**config.mk**
```make
export PLATFORM = sky130hd
export DESIGN_NAME = pipe_alu_collector
export DESIGN_NICKNAME = d
export VERILOG_FILES = /design/src/rtl/pipe_alu_collector.sv
export SDC_FILE = /design/constraint.sdc
export NUM_CORES = 1
export LEC_CHECK = 0
export ABC_AREA = 1
export CAP_MARGIN = 20
export CORE_MARGIN = 5
export CORE_UTILIZATION = 45
export CTS_BUF_LIST = sky130_fd_sc_hd__clkbuf_4
export CTS_CLUSTER_DIAMETER = 50
export DETAILED_ROUTE_END_ITERATION = 16
export PLACE_DENSITY = 0.65
export SETUP_SLACK_MARGIN = 0.4
export SYNTH_ARGS = -nofsm -noshare
export SYNTH_HDL_FRONTEND = slang
export SYNTH_SLANG_ARGS = --single-unit
```
**constraint.sdc**
```tcl
create_clock -name clk -period 2.58 [get_ports clk]
set_clock_uncertainty 0.05 [all_clocks]
set_input_delay 0.774 -clock clk [delete_from_list [all_inputs] [get_ports clk]]
set_output_delay 0.774 -clock clk [all_outputs]
set_load 0.01 [all_outputs]
```
**src/rtl/pipe_alu_collector.sv**
```systemverilog
// pipe_alu_collector
//
// Receive-side companion to the pipelined ALU. Every op accepted by the
// issuer travels down a {valid, opcode, tag} delay line that matches the
// ALU latency. When the last stage is valid, alu_out holds that op's result,
// and the result is written into a small FIFO together with its opcode and
// tag. A downstream consumer drains the FIFO over a valid/ready handshake.
// Credits (FIFO entries plus ops in flight) gate issue_ready, so a captured
// result always has a free FIFO slot.
//
// Optional feature macro: PIPE_ALU_COLLECT_FLAGS_EN
//   When defined, res_zero / res_neg flags are computed at capture time and
//   stored in the FIFO alongside each result.
//
// Ports:
//   clk           system clock, rising edge
//   rst           asynchronous, active-high reset
//   issue_valid   issuer presents an op this cycle
//   issue_ready   credit available; op is tracked when valid & ready
//   issue_opcode  opcode sent to the ALU with this issue
//   issue_tag     issuer tag carried with the op
//   alu_out       ALU result bus
//   res_valid     FIFO head holds a result
//   res_ready     consumer accepts the head entry
//   res_data      result at FIFO head
//   res_opcode    opcode at FIFO head
//   res_tag       tag at FIFO head
//   occupancy     FIFO entries plus ops in flight
//   res_zero      (flags build) stored res_data == 0
//   res_neg       (flags build) stored res_data MSB

module pipe_alu_collector #(
    parameter int WIDTH   = 4,
    parameter int LATENCY = 2,
    parameter int DEPTH   = 4,
    parameter int TAG_W   = 2
) (
    input  logic                     clk,
    input  logic                     rst,
    input  logic                     issue_valid,
    output logic                     issue_ready,
    input  logic [2:0]               issue_opcode,
    input  logic [TAG_W-1:0]         issue_tag,
    input  logic [WIDTH-1:0]         alu_out,
    output logic                     res_valid,
    input  logic                     res_ready,
    output logic [WIDTH-1:0]         res_data,
    output logic [2:0]               res_opcode,
    output logic [TAG_W-1:0]         res_tag,
    output logic [$clog2(DEPTH):0]   occupancy
`ifdef PIPE_ALU_COLLECT_FLAGS_EN
    ,
    output logic                     res_zero,
    output logic                     res_neg
`endif
);

    localparam int PW = $clog2(DEPTH);
    localparam int CW = PW + 1;
    localparam logic [CW-1:0] DEPTH_C = CW'(DEPTH);

    // Delay line tracking ops inside the ALU pipeline
    logic [LATENCY-1:0] r_dl_valid;
    logic [2:0]         r_dl_op  [LATENCY];
    logic [TAG_W-1:0]   r_dl_tag [LATENCY];

    // Result FIFO
    logic [WIDTH-1:0]   r_mem_data [DEPTH];
    logic [2:0]         r_mem_op   [DEPTH];
    logic [TAG_W-1:0]   r_mem_tag  [DEPTH];
`ifdef PIPE_ALU_COLLECT_FLAGS_EN
    logic               r_mem_zero [DEPTH];
    logic               r_mem_neg  [DEPTH];
`endif
    logic [PW-1:0]      r_wr_ptr;
    logic [PW-1:0]      r_rd_ptr;
    logic [CW-1:0]      r_count;

    logic               w_fire;
    logic               w_push;
    logic               w_pop;
    int                 w_inflight;

    assign w_fire = issue_valid & issue_ready;
    assign w_push = r_dl_valid[LATENCY-1];
    assign w_pop  = res_valid & res_ready;

    always_comb begin
        w_inflight = 0;
        for (int i = 0; i < LATENCY; i++) begin
            w_inflight += int'(r_dl_valid[i]);
        end
    end

    // Credit ensures inflight never exceeds DEPTH, so the cast cannot truncate.
    assign occupancy   = r_count + CW'(w_inflight);
    // Deliberately uses registered state only: a pop this cycle frees its
    // credit one cycle later.
    assign issue_ready = (occupancy < DEPTH_C);

    always_ff @(posedge clk or posedge rst) begin
        if (rst) begin
            r_dl_valid <= '0;
            for (int i = 0; i < LATENCY; i++) begin
                r_dl_op[i]  <= '0;
                r_dl_tag[i] <= '0;
            end
        end else begin
            r_dl_valid[0] <= w_fire;
            r_dl_op[0]    <= issue_opcode;
            r_dl_tag[0]   <= issue_tag;
            for (int i = 1; i < LATENCY; i++) begin
                r_dl_valid[i] <= r_dl_valid[i-1];
                r_dl_op[i]    <= r_dl_op[i-1];
                r_dl_tag[i]   <= r_dl_tag[i-1];
            end
        end
    end

    always_ff @(posedge clk or posedge rst) begin
        if (rst) begin
            r_wr_ptr <= '0;
            r_rd_ptr <= '0;
            r_count  <= '0;
            // Entries are cleared so the head reads 0 straight out of reset.
            for (int i = 0; i < DEPTH; i++) begin
                r_mem_data[i] <= '0;
                r_mem_op[i]   <= '0;
                r_mem_tag[i]  <= '0;
`ifdef PIPE_ALU_COLLECT_FLAGS_EN
                r_mem_zero[i] <= 1'b0;
                r_mem_neg[i]  <= 1'b0;
`endif
            end
        end else begin
            if (w_push) begin
                r_mem_data[r_wr_ptr] <= alu_out;
                r_mem_op[r_wr_ptr]   <= r_dl_op[LATENCY-1];
                r_mem_tag[r_wr_ptr]  <= r_dl_tag[LATENCY-1];
`ifdef PIPE_ALU_COLLECT_FLAGS_EN
                r_mem_zero[r_wr_ptr] <= (alu_out == '0);
                r_mem_neg[r_wr_ptr]  <= alu_out[WIDTH-1];
`endif
                r_wr_ptr <= r_wr_ptr + PW'(1);
            end
            if (w_pop) begin
                r_rd_ptr <= r_rd_ptr + PW'(1);
            end
            case ({w_push, w_pop})
                2'b10:   r_count <= r_count + CW'(1);
                2'b01:   r_count <= r_count - CW'(1);
                default: r_count <= r_count;
            endcase
        end
    end

    assign res_valid  = (r_count != '0);
    assign res_data   = r_mem_data[r_rd_ptr];
    assign res_opcode = r_mem_op[r_rd_ptr];
    assign res_tag    = r_mem_tag[r_rd_ptr];
`ifdef PIPE_ALU_COLLECT_FLAGS_EN
    assign res_zero   = r_mem_zero[r_rd_ptr];
    assign res_neg    = r_mem_neg[r_rd_ptr];
`endif

endmodule

```
==> results.md, run 1 <==
* Status: finished clean
* WS Path Type: flip-flop to primary output
* H-tree depth at 2
* Storage cell area at 1376 um2
* Synth warn at 0
* Seq/Total Area, Yosys at 0.5133
* Clock Tree Buf Depth at 2
* Mapped Nets at 284
* Layout Nets at 333
* P_leak at 0.001647 uW
* Gr usage total at 0.1428
* Clock transition at the registers of the reported paths at 150 ps
* Setup tns final at 0 ps
* Final setup vio count at 0
* XOR/XNOR share of the synthesized area at 0.009799
* First-pass iteration count of the detailed router at 4
* Placer Congestion at 0.7636
* Internal cell power at 2660 uW
* Worst Path Arrival at 1670 ps
* Root Driver: clkbuf_4
* Die X at 87.19 um
* Most used cell, CP: inv_2
* Die height at 87.19 um
* F_max at 0.4017 GHz
* Max-slew headroom at 0.8068
* DRC viols at 0
* Max IR drop VDD at 541.7 uV
* Worst skew pair latency at 370 ps
* Synth Area in Compound Gates at 0.1717
* Post-Syn Area per Cell at 10.20 um2
* Max-capacitance violation count at 0
* Largest family of logic cells by synthesized area: compound AO/OA/AOI/OAI gates
* CP max stage cell: dfrtp_1
* IO Pins at 27
* Commonest non-fill, non-tap cells in the layout: nand2_1, dfrtp_1, inv_1
* Synth Instances at 263
* Critical Path Sink Type: primary output
* Worst Path Max Fanout at 2
* Diodes inserted at 0
* Worst setup SP type: flip-flop
* CTS tree: built
* Critical path cell sequence: inv_2 -> fa_2 -> inv_2 -> ha_4 -> xnor2_2 -> inv_2 -> buf_6
* Multi-input gate area at 1062 um2
* Layout fillers at 497
* Row cnt at 28
* Initial core utilization at 0.4583
* Initial antenna violation count at 0
* Adder-cell share of the synthesized area at 0.04293
* RSZ-0062 raised after global routing: yes
* DIE AREA at 7602 um2
* Met2 WL at 2495 um
* Via Count at 1,833
* Number of global-route vias before repair at 1,824
* Top sig layer: met4
* Worst path max stage delay at 390 ps
* CP Buf/Inv Count at 4
* Slew Limit Fails at 0
* WL per Instance at 13.15 um
* DRT met1 WL at 2389 um
* CP delay by family, top: adder cells
* Tcrit/Tclk final at 0.9649
* Clk pwr share at 0.106
* Vias/cell at 4.736
* Distinct cells, synth at 21
* Layout cells sized above 1 at 0.3526
* Minimum clock period at 2490 ps
* First DRT Iteration DRCs at 91
* Drt total wl at 5090 um
* Slew @ Worst Pin at 289.8 ps
* Comb power frac at 0.575
* Sequential share of power at 0.319
* Post-synthesis simple-gate area fraction at 0.1512
* Post-DP Area at 2995 um2
* Clock Sinks at 55
* Synthesis-to-finish area growth at 23.99%
* Mapped Area at 2681 um2
* Fin area at 3324 um2
* Met3 Routed Length at 186 um
* First-pass GRT wire length at 8562 um
* FF+latch count, synth at 55
* Crit path required time at 1760 ps
* Post-DP HPWL at 2985 um
* Final Hold Violating Endpoints at 0
* GRT Residual Overflow at 0
* CTS Buf Count at 5
* Switch share at 0.3996
* Most common cell after layout, fill and taps aside: nand2_1
* Switching power total at 1770 uW
* Routed Antenna Nets at 0
* Power per cell area at 1333 nW/um2
* PortBufs at 26
* Hold Crit Class: flip-flop to flip-flop
* Largest net degree at the start of global routing at 56
* Core area at 5851 um2
* Post-synthesis mux area share at 0
what timing repair did:
item                       in CTS  in global routing
setup buffers                  10                  5
hold buffers                    0                  0
pin swaps                       8                  9
setup endpoints to repair      14                 15
gates resized for setup        68                 17
cloned                          3                  1
kinds of logic after synthesis:
logic type	Yosys count
simple gates	86
compound gates	56
buf+inv	55
flops	55
fa+ha+maj	8
xor+xnor	3
power by group through the flow:
stage	clock, uW	combinational (uW)	sequential (uW)
2_1_floorplan	0	1550	1380
3_3_place_gp	0	2100	1410
3_5_place_dp	0	2140	1420
4_1_cts	477	2380	1410
5_1_grt	519	2830	1460
6_report	471	2550	1410
Yosys cell counts, drive strengths merged:
master,instances,area (um2)
nand2,80,375.4
o21ai,38,325.3
nand4,1,6.260
nor2,1,3.750
xor2,1,8.760
clkbuf,1,3.750
clkinv,1,3.750
fa,2,40.04
ha,6,75.07
nand3,4,20.02
xnor2,2,17.52
buf,8,121.4
o211ai,18,135.1
inv,45,168.9
dfrtp,55,1376
path summary, 6_finish.rpt:
check                         startpoint             end  slack [ps]  cells after the start
max                        r_dl_valid[0]    occupancy[2]          90                      7
min                           r_dl_op[3]      r_dl_op[0]         320                      0
max reg2reg                   r_count[0]      r_count[1]         710                      9
min reg2reg                   r_dl_op[3]      r_dl_op[0]         320                      0
max in group asynchronous            rst  r_mem_data[11]        1540                      3
min in group asynchronous            rst      r_dl_op[4]         700                      3
state kept, by name, summed over array words and instances, names as in the netlist:
| name | flops |
|---|---|
| r_mem_tag | 8 |
| r_rd_ptr | 2 |
| r_dl_op | 6 |
| r_dl_valid | 2 |
| r_dl_tag | 4 |
| r_count | 3 |
| r_wr_ptr | 2 |
| r_mem_data | 16 |
| r_mem_op | 12 |
layer usage:
layer / vias up / GRT usage
met5: - / 0
met4: 0 / 0.03347
met3: 2 / 0.02554
met2: 28 / 0.2367
met1: 877 / 0.1957
li1: 926 / -
final cells by class:
class	count	area share
Tap cell	75	0.02823
Multi-Input combinational cell	153	0.3195
Clock inverter	2	0.01129
Sequential cell	55	0.4140
Clock buffer	5	0.01129
Inverter	46	0.05382
Timing Repair Buffer	51	0.1618
metrics by stage:
stage,cells,hold slack [ps],total power (uW),setup WS [ps],util
detailed placement,361,285.5,3566,61.85,0.5120
finish,387,317.7,4431,90.44,0.5682
global route,387,334.7,4801,8.693,0.5682
CTS,381,319.3,4264,107.5,0.5522
floorplan,263,281.2,2926,403.1,-
global placement,361,283.9,3515,84.72,0.5120
(Power assumes the default switching activity.)
==> inputs of run 2 (changes only) <==
GPL_ROUTABILITY_DRIVEN = 0   (was unset)
==> results of run 2 <==
Final layout, timing and power as in run 1 (identical DEF).
==> inputs of run 3 (changes only) <==
CAP_MARGIN = 10   (was 20)
==> results of run 3 <==
Final layout, timing and power as in run 1 (identical DEF).
